--- src/rtl/dds_pkg.sv ---
// Shared types and widths for the DDS phase accumulator / ROM address generator.
package dds_pkg;

  typedef enum logic [1:0] {
    IDLE = 2'd0,
    RUN  = 2'd1,
    PEND = 2'd2
  } dds_state_t;

  localparam int unsigned DDS_ACC_WIDTH  = 32;
  localparam int unsigned DDS_ADDR_WIDTH = 10;

  // One ROM address step per clock at the default widths.
  localparam logic [DDS_ACC_WIDTH-1:0] DDS_FTW_RESET = 32'h0040_0000;

endpackage

--- src/rtl/valid_delay_line.sv ---
// Fixed-depth shift register for a single valid bit. Used to line the address
// valid strobe up with the ROM read data. A clear empties every stage so no
// stale valid can emerge after a reset.
module valid_delay_line #(
  parameter int unsigned DEPTH = 1
) (
  input  logic clk_i,
  input  logic rst_i,
  input  logic valid_i,
  output logic valid_o
);

  logic [DEPTH-1:0] pipe_q;

  // Shift the valid bit one stage per clock; clear all stages on reset.
  always_ff @(posedge clk_i) begin
    if (rst_i) begin
      pipe_q <= '0;
    end else begin
      pipe_q[0] <= valid_i;
      for (int i = 1; i < DEPTH; i++) begin
        pipe_q[i] <= pipe_q[i-1];
      end
    end
  end

  assign valid_o = pipe_q[DEPTH-1];

endmodule

--- src/rtl/dds_phase_addr_gen.sv ---
// DDS phase accumulator and waveform-ROM address generator. The top ADDR_WIDTH
// bits of the accumulator plus a phase offset form the registered ROM address.
// Retunes can be applied on the next cycle or held in shadow registers until
// the accumulator wraps, so a period never mixes two tuning words.
module dds_phase_addr_gen
  import dds_pkg::*;
#(
  parameter int unsigned          ACC_WIDTH   = DDS_ACC_WIDTH,
  parameter int unsigned          ADDR_WIDTH  = DDS_ADDR_WIDTH,
  parameter int unsigned          ROM_LATENCY = 1,
  parameter logic [ACC_WIDTH-1:0] FTW_RESET   = ACC_WIDTH'(DDS_FTW_RESET)
) (
  input  logic                  clk_i,
  input  logic                  rst_i,
  input  logic                  en_i,
  input  logic                  cfg_valid_i,
  output logic                  cfg_ready_o,
  input  logic [ACC_WIDTH-1:0]  cfg_ftw_i,
  input  logic [ADDR_WIDTH-1:0] cfg_pofs_i,
  input  logic                  cfg_sync_i,
  output logic [ADDR_WIDTH-1:0] addr_o,
  output logic                  addr_valid_o,
  output logic                  data_valid_o,
  output logic                  wrap_o
);

  dds_state_t            state_q, state_d;
  logic [ACC_WIDTH-1:0]  acc_q, acc_d;
  logic [ACC_WIDTH-1:0]  ftw_q, ftw_d;
  logic [ADDR_WIDTH-1:0] pofs_q, pofs_d;
  logic [ACC_WIDTH-1:0]  ftwShadow_q, ftwShadow_d;
  logic [ADDR_WIDTH-1:0] pofsShadow_q, pofsShadow_d;
  logic                  carry_q, carry_d;
  logic [ACC_WIDTH:0]    accSum;
  logic                  cfgFire;

  logic [ADDR_WIDTH-1:0] addr_q;
  logic                  addrValid_q;
  logic                  wrap_q;

  // While a synchronised retune is waiting, no further config can be taken.
  assign cfg_ready_o = (state_q != PEND);
  assign cfgFire     = cfg_valid_i & cfg_ready_o;
  assign accSum      = {1'b0, acc_q} + {1'b0, ftw_q};

  // Next-state logic: accumulate while running and decide where config lands.
  // Dropping enable always wins; any config accepted on that same cycle is
  // applied directly, and a waiting shadow config is thrown away.
  always_comb begin
    state_d      = state_q;
    acc_d        = acc_q;
    ftw_d        = ftw_q;
    pofs_d       = pofs_q;
    ftwShadow_d  = ftwShadow_q;
    pofsShadow_d = pofsShadow_q;
    carry_d      = 1'b0;
    case (state_q)
      IDLE: begin
        acc_d = '0;
        if (cfgFire) begin
          ftw_d  = cfg_ftw_i;
          pofs_d = cfg_pofs_i;
        end
        if (en_i) begin
          state_d = RUN;
        end
      end
      RUN: begin
        if (!en_i) begin
          state_d = IDLE;
          acc_d   = '0;
          if (cfgFire) begin
            ftw_d  = cfg_ftw_i;
            pofs_d = cfg_pofs_i;
          end
        end else begin
          acc_d   = accSum[ACC_WIDTH-1:0];
          carry_d = accSum[ACC_WIDTH];
          if (cfgFire) begin
            if (cfg_sync_i) begin
              ftwShadow_d  = cfg_ftw_i;
              pofsShadow_d = cfg_pofs_i;
              state_d      = PEND;
            end else begin
              ftw_d  = cfg_ftw_i;
              pofs_d = cfg_pofs_i;
            end
          end
        end
      end
      PEND: begin
        if (!en_i) begin
          state_d = IDLE;
          acc_d   = '0;
        end else begin
          acc_d   = accSum[ACC_WIDTH-1:0];
          carry_d = accSum[ACC_WIDTH];
          if (accSum[ACC_WIDTH]) begin
            ftw_d   = ftwShadow_q;
            pofs_d  = pofsShadow_q;
            state_d = RUN;
          end
        end
      end
      default: begin
        state_d = IDLE;
        acc_d   = '0;
      end
    endcase
  end

  // Control and accumulator registers.
  always_ff @(posedge clk_i) begin
    if (rst_i) begin
      state_q      <= IDLE;
      acc_q        <= '0;
      ftw_q        <= FTW_RESET;
      pofs_q       <= '0;
      ftwShadow_q  <= '0;
      pofsShadow_q <= '0;
      carry_q      <= 1'b0;
    end else begin
      state_q      <= state_d;
      acc_q        <= acc_d;
      ftw_q        <= ftw_d;
      pofs_q       <= pofs_d;
      ftwShadow_q  <= ftwShadow_d;
      pofsShadow_q <= pofsShadow_d;
      carry_q      <= carry_d;
    end
  end

  // Output stage: the address is built from the current accumulator, and the
  // wrap flag follows the carry by one clock so it lands on the first sample
  // of the new period (which already uses any offset swapped in at the wrap).
  always_ff @(posedge clk_i) begin
    if (rst_i) begin
      addr_q      <= '0;
      addrValid_q <= 1'b0;
      wrap_q      <= 1'b0;
    end else begin
      addr_q      <= acc_q[ACC_WIDTH-1 -: ADDR_WIDTH] + pofs_q;
      addrValid_q <= (state_q != IDLE);
      wrap_q      <= carry_q;
    end
  end

  assign addr_o       = addr_q;
  assign addr_valid_o = addrValid_q;
  assign wrap_o       = wrap_q;

  valid_delay_line #(
    .DEPTH(ROM_LATENCY)
  ) u_dataValid (
    .clk_i  (clk_i),
    .rst_i  (rst_i),
    .valid_i(addrValid_q),
    .valid_o(data_valid_o)
  );

endmodule

--- config.mk ---
export PLATFORM = sky130hd
export DESIGN_NAME = dds_phase_addr_gen
export DESIGN_NICKNAME = d
export VERILOG_FILES = /design/src/rtl/dds_pkg.sv /design/src/rtl/valid_delay_line.sv /design/src/rtl/dds_phase_addr_gen.sv
export SDC_FILE = /design/constraint.sdc
export NUM_CORES = 1
export LEC_CHECK = 0
export ABC_AREA = 1
export ABC_CLOCK_PERIOD_IN_PS = 3850
export CORE_ASPECT_RATIO = 1.2
export CORE_UTILIZATION = 45
export CTS_BUF_LIST = sky130_fd_sc_hd__clkbuf_2 sky130_fd_sc_hd__clkbuf_4 sky130_fd_sc_hd__clkbuf_8
export DETAILED_ROUTE_END_ITERATION = 8
export MAX_ROUTING_LAYER = met4
export PLACE_DENSITY = 0.68
export RECOVER_POWER = 100
export SYNTH_ARGS = -nofsm -noshare
export SYNTH_HDL_FRONTEND = slang
export SYNTH_SLANG_ARGS = --single-unit
export TNS_END_PERCENT = 5
--- constraint.sdc ---
create_clock -name clk_i -period 3.85 [get_ports clk_i]
set_input_delay 0.77 -clock clk_i [delete_from_list [all_inputs] [get_ports clk_i]]
set_output_delay 0.77 -clock clk_i [all_outputs]
set_load 0.02 [all_outputs]
==> results_dict.tcl <==
set metrics [dict create \
    clock-sinks 132 \
    yosysWarnings 0 \
    yosys_most_used_dff "dfxtp_1" \
    comb_power_share_pct 50.0 \
    routed_wl_um 23200 \
    vdd_drop_max_v 0.000353 \
    setup_viol 0 \
    finish.utilization_pct 51.8 \
    powerDensity_nw_per_um2 645 \
    rows 55 \
    fill_cells 2000 \
    syn_nets 1448 \
    total_power_w 0.00639 \
    cts_resized 0 \
    synthCells 1354 \
    cts_setup_buffers 0 \
    die_w_um 130 \
    yosysSeqAreaShare_pct 29.7 \
    crit_chain "inv_1 -> ha_1 -> inv_2 -> nand2_1 -> nor2_1 -> buf_4 -> inv_1 -> clkbuf_2 -> o21ai_0 -> a21oi_1" \
    worst_ep_required_time_ns 4.15 \
    nNetsFinal 1474 \
    ff2ff_setup_slack_ns 0.63 \
    grt_use_total_pct 24.2 \
    cts_max_level 4 \
    synth_area_per_cell_um2 6.57 \
    die_area_um2 20300 \
    port_buffers 60 \
    grt_pass1_wl_um 37300 \
    pwr-share-clk_pct 20.1 \
    yosysUniqueCellTypes 41 \
    drv_cap 0 \
    ios 61 \
    stdcell_count 1649 \
    whs_path_depth 2 \
    finalCritPeriodShare_pct 83.6 \
    outcome "complete, no violations" \
    synth_async_sr_flop_share_pct 0 \
    dp_cells 1617 \
    cts_root_buf "clkbuf_8" \
    cts_buffers 17 \
    ant_nets 0 \
    rsz0062_at_grt "no" \
    grt_max_degree 85 \
    cp.arrival_ns 3.52 \
    cpMostUsedCell "inv_1" \
    wl_per_cell_um 14.1 \
    critPathLaunchType "register" \
    slew_viol_final 0 \
    synth_edf_count 0 \
    cp_slowest_cell "clkbuf_2" \
    whs_ns 0.422 \
    drt_pass1_iterations 5 \
    antenna_found_initial 0 \
    power.leakage_nw 4.59 \
    crit-reg2reg-launch "state_q[0]$_SDFFE_PP0P_" \
    drcViolationCount 0 \
    start_util_pct 46.5 \
    area_growth_pct 11.4 \
    min_path_type "reg2reg" \
    core_area_um2 19100 \
    internal-power_w 0.00353 \
    switchingPower_w 0.00285 \
    fin_skew_ns 0.0131 \
    max_freq_mhz 311 \
    min-delay-start "carry_q$_SDFF_PP0_" \
    routed_via_density 5.16 \
    power_frac_seq_pct 29.9 \
    hpwlAfterDp_um 16600 \
    hold_end "wrap_o$_SDFF_PP0_" \
    clk_latency_ns 0.45 \
    cts_buffer_depth 2 \
    swShare_pct 44.7 \
    drive_above_1_share_pct 8.40 \
    cts_tree "done" \
    crit_type "reg2reg" \
    ys_ff_latch 132 \
    worst-r2r-cell-count 10 \
    postCtsHoldBufs 0 \
    grt_pass1_vias 7800 \
    slowest_delay_ns 0.51 \
    cp-end-kind "register" \
    antenna_cells 0 \
    setup_tns_ns 0 \
    grt-ovfl-total 0 \
    die_y_um 156 \
    syn_area_um2 8890 \
    cp_max_fo 44 \
    worst_pin_slew_ns 1.21 \
    timing.slew.headroom_pct 19.0 \
    worstReg2RegEnd "ftwShadow_q[21]$_SDFFE_PP0P_" \
    place_congestion 0.906 \
    path_clk_slew_ns 0.08 \
    first_iter_violations 694 \
    fin_crit_ns 3.22 \
    vias 8508 \
    hold_violations 0 \
]
cell families (layout without fill, tap and decap cells):
logic type | Yosys count | count (layout) | synth area share (%)
DFF | 132 | 132 | 29.7
buffers and inverters | 283 | 322 | 13.7
xor gates and xnor gates | 6 | 6 | 0.591
and+or+nand+nor | 562 | 562 | 27.3
AOI/OAI and AO/OA | 324 | 324 | 22.0
adders and majority gates | 47 | 47 | 6.78
final cells by class:
class	instances	area [um^2]	share of cell area [%]
multi-input combinational	939	4990	50.4
sequential	132	2640	26.7
inverter	215	807	8.14
timing repair buffer	75	718	7.25
tap	256	320	3.23
clock buffer	24	305	3.08
clock inverter	8	124	1.25
cells in the final DEF, fill, tap and decap left out, types with 3 or more instances in the layout:
master           netlist  layout
nand2_1              338     341
inv_1                207     208
dfxtp_1              132     132
a21oi_1              117     124
nor2_1               105     105
o21ai_0               82      82
nand3_1               61      64
ha_1                  45      45
clkdlybuf4s50_1        0      45
o211ai_1              40      40
a21oi_2               39      32
o22ai_1               27      27
clkbuf_8               0      20
nand3_2               20      17
dlygate4sd3_1          0      15
nor3_1                11      11
o21bai_1               7       7
inv_2                  8       7
buf_4                  7       7
xor2_1                 6       6
nand2_2                9       6
a21o_1                 4       4
o21a_1                 4       4
clkbuf_4               0       4
clkbuf_1              34       4
or2_2                  3       3
nor2_2                 3       3
bufinv_16              0       3
how the worst max path moves through the flow:
| stage | start | end | slack, ns | cells after the start |
|---|---|---|---|---|
| 6_report | state_q[0]$_SDFFE_PP0P_ | ftwShadow_q[21]$_SDFFE_PP0P_ | 0.63 | 10 |
| 5_1_grt | ftw_q[0]$_SDFFE_PP0P_ | ftw_q[9]$_SDFFE_PP0P_ | 0.36 | 13 |
| 3_3_place_gp | en_i | ftw_q[1]$_SDFFE_PP0P_ | 0.87 | 9 |
| 4_1_cts | state_q[0]$_SDFFE_PP0P_ | cfg_ready_o | 0.72 | 4 |
| 2_1_floorplan | ftw_q[0]$_SDFFE_PP0P_ | pofs_q[3]$_SDFFE_PP0P_ | 1.83 | 14 |
| 3_5_place_dp | en_i | pofs_q[6]$_SDFFE_PP0P_ | 0.81 | 9 |
sequential cells by signal (all words and copies together), names as in the netlist, 2 cells and up:
name          count
addr_o           10
ftwShadow_q      32
ftw_q            32
acc_q            32
pofsShadow_q     10
state_q           2
pofs_q           10
cell usage after synthesis, drive strengths merged (2+ instances only):
| library cell | n | area share [%] |
|---|---|---|
| or2 | 4 | 0.28 |
| a21o | 4 | 0.34 |
| nand2 | 347 | 15 |
| nand4 | 2 | 0.14 |
| o21a | 4 | 0.34 |
| nor3b | 3 | 0.37 |
| buf | 34 | 3.2 |
| ha | 45 | 6.3 |
| o21bai | 7 | 0.59 |
| fa | 2 | 0.45 |
| dfxtp | 132 | 30 |
| a21oi | 157 | 11 |
| nor2 | 109 | 4.8 |
| clkbuf | 34 | 1.4 |
| nor3 | 12 | 0.73 |
| inv | 215 | 9.1 |
| o22ai | 27 | 1.9 |
| nor4 | 2 | 0.14 |
| nand3 | 82 | 5.9 |
| xor2 | 6 | 0.59 |
| o21ai | 83 | 4.7 |
| o211ai | 40 | 3.4 |
power groups by stage:
| stage | Combinational, W | Sequential [W] | Clock (W) |
|---|---|---|---|
| floorplan | 0.00270 | 0.00186 | 0 |
| global placement | 0.00316 | 0.00193 | 0 |
| detailed placement | 0.00324 | 0.00194 | 0 |
| CTS | 0.00326 | 0.00190 | 0.00131 |
| global route | 0.00360 | 0.00193 | 0.00138 |
| finish | 0.00319 | 0.00191 | 0.00129 |
routing by layer:
| layer | share of wire [%] | global-route usage [%] |
|---|---|---|
| met1 | 47 | 30.9 |
| met2 | 46 | 38.2 |
| met3 | 4.9 | 4.32 |
| met4 | 2.1 | 8.21 |
| met5 | 0 | - |
critical path, delay by kind of cell (launching register included):
family / cells / cell delay (ns)
buffers and inverters: 5 / 1.62
DFF: 1 / 0.39
adders and majority gates: 1 / 0.22
and+or+nand+nor: 2 / 0.42
AOI/OAI and AO/OA: 2 / 0.39
per-stage QoR:
stage | worst slack, ns | instance area [um^2]
floorplan | 1.83 | 8890
global placement | 0.869 | 9560
detailed placement | 0.811 | 9560
CTS | 0.720 | 9990
global route | 0.363 | 9910
finish | 0.630 | 9910
(Power assumes the default switching activity.)
==> patch, RTL diff (config.mk and constraints unchanged) <==
Change the parameter `ROM_LATENCY` from 1 to 2.
--- a/src/rtl/dds_phase_addr_gen.sv
+++ b/src/rtl/dds_phase_addr_gen.sv
@@ -8,5 +8,5 @@
   parameter int unsigned          ACC_WIDTH   = DDS_ACC_WIDTH,
   parameter int unsigned          ADDR_WIDTH  = DDS_ADDR_WIDTH,
-  parameter int unsigned          ROM_LATENCY = 1,
+  parameter int unsigned          ROM_LATENCY = 2,
   parameter logic [ACC_WIDTH-1:0] FTW_RESET   = ACC_WIDTH'(DDS_FTW_RESET)
 ) (
Check against the original RTL: not equivalent (Yosys sat finds a counterexample within 4 cycles, from zero or initial values and one cycle with rst_i high).
==> patch against the unedited design <==
Wire length grew 0.37%. Critical path depth shrank 5. Area after synthesis grew 1.4%. Fmax shrank 1.6%. Sequential cell count grew 1. Cell area grew 1.7%. Worst setup slack lost 52 ps. Register-to-register slack gained 60 ps. Total power grew 3.4%. Critical endpoint is now cfg_ready_o. Largest cell class unchanged.
==> patch: results <==
[final_layout]
fin_cells = 1660
fillCellCount = 2013
drive_above_1_share_pct = 10.1
num-nets-final = 1479

[global_routing]
first_global_vias = 8046
antenna_found_initial = 1
grt_usage_pct = 24.4
grt_pass1_wl_microns = 39300
grt_max_degree = 75

[placement]
gp_congestion = 0.898
dp_cells = 1627
dp_hpwl_microns = 16500

[worst_setup_path]
reg2reg_depth = 12
critPathMaxStageDelay_ps = 740
path_max_fanout = 18
regToRegSetupSlack_ps = 690
r2r-end = "ftw_q[24]"
slowest_stage = "dlygate4sd3_1"

[logic_synthesis]
netlist_instances = 1359
synthTopCellsByCount = "nand2_1, inv_1, dfxtp_1"
synth_cell_types = 42
synth_ff_type = "dfxtp_1"
synth.area.top_cells = "dfxtp_1, nand2_1, inv_1, a21oi_1, ha_1"
synthArstFlopShare_pct = 0
seq_area_frac_synth_pct = 29.5

[clocking]
clkLatencyLatePin_ps = 470

[power]
leakage_nw = 4.64
vdd_drop_max_uv = 395

[route]
wl_per_cell_microns = 14.0
vias_per_cell = 5.13
firstDrtPassIters = 7
drt-initial-drc-count = 594

[hold_path]
hold_start = "u_dataValid.pipe_q[0]"
min_to = "u_dataValid.pipe_q[1]"

[sta]
finClkSkew_ps = 14.6
tightest_slew_ps = 1360

[run_status]
status = "complete, no violations"
## patch: power by group
part | internal, W | switching (W)
Sequential | 0.00165 | 0.000243
Combinational | 0.00123 | 0.00211
Clock | 0.000777 | 0.000597
## patch: how the worst max path moves through the flow
stage,to,depth (start not counted),from
after global routing,ftwShadow_q[22],6,rst_i
after CTS,cfg_ready_o,5,state_q[0]
after global placement,ftw_q[22],8,en_i
after detailed placement,state_q[0],8,en_i
final,cfg_ready_o,5,state_q[0]
after floorplan,ftw_q[25],14,ftw_q[0]
## patch: layout make-up
| type | count | area (sq um) | share of cell area [%] |
|---|---|---|---|
| Antenna cell | 1 | 2.50 | 0.0248 |
| Clock inverter | 11 | 173 | 1.71 |
| Multi-Input combinational cell | 940 | 5070 | 50.3 |
| Timing Repair Buffer | 74 | 729 | 7.24 |
| Inverter | 219 | 822 | 8.16 |
| Tap cell | 261 | 327 | 3.24 |
| Sequential cell | 133 | 2660 | 26.4 |
| Clock buffer | 21 | 289 | 2.87 |
## patch: worst reg2reg max path, stage by stage, from the launching register on
cell and delay [ps]:
dfxtp_1 400, inv_1 80, ha_1 200, buf_4 220
inv_1 400, nand2_1 180, inv_2 230, nor2_1 120
a2111oi_4 280, clkbuf_2 620, nand3_1 180, nand2_1 120
nor2_2 40
## patch: cell families (layout without fill, tap and decap cells)
kind of cell	Yosys count	in the layout	synth area share (%)
xor gates and xnor gates	6	6	0.583
DFF	133	133	29.5
and+or+nand+nor	566	566	27.5
buffers and inverters	286	325	13.8
adders and majority gates	47	47	6.69
AOI/OAI and AO/OA	321	321	21.9
other	0	1	0
## patch: per-layer routing
metal  part of all wire [%]  global-route usage (%)  vias up
met3                    4.4                    3.64       33
li1                       -                       -     4427
met5                      0                       -        -
met2                     47                    40.6      160
met1                     46                    30.0     3897
met4                    2.0                    8.85        0
## patch: through the flow
step | cell area (sq um) | total power (W) | setup slack, ps | util, % | hold slack, ps
2_1_floorplan | 9010 | 0.00466 | 1840 | - | 388
3_3_place_gp | 9660 | 0.00523 | 987 | 49.3 | 422
3_5_place_dp | 9660 | 0.00529 | 964 | 49.3 | 419
4_1_cts | 10100 | 0.00668 | 779 | 51.6 | 431
5_1_grt | 10100 | 0.00717 | 371 | 51.4 | 439
6_report | 10100 | 0.00661 | 579 | 51.4 | 432
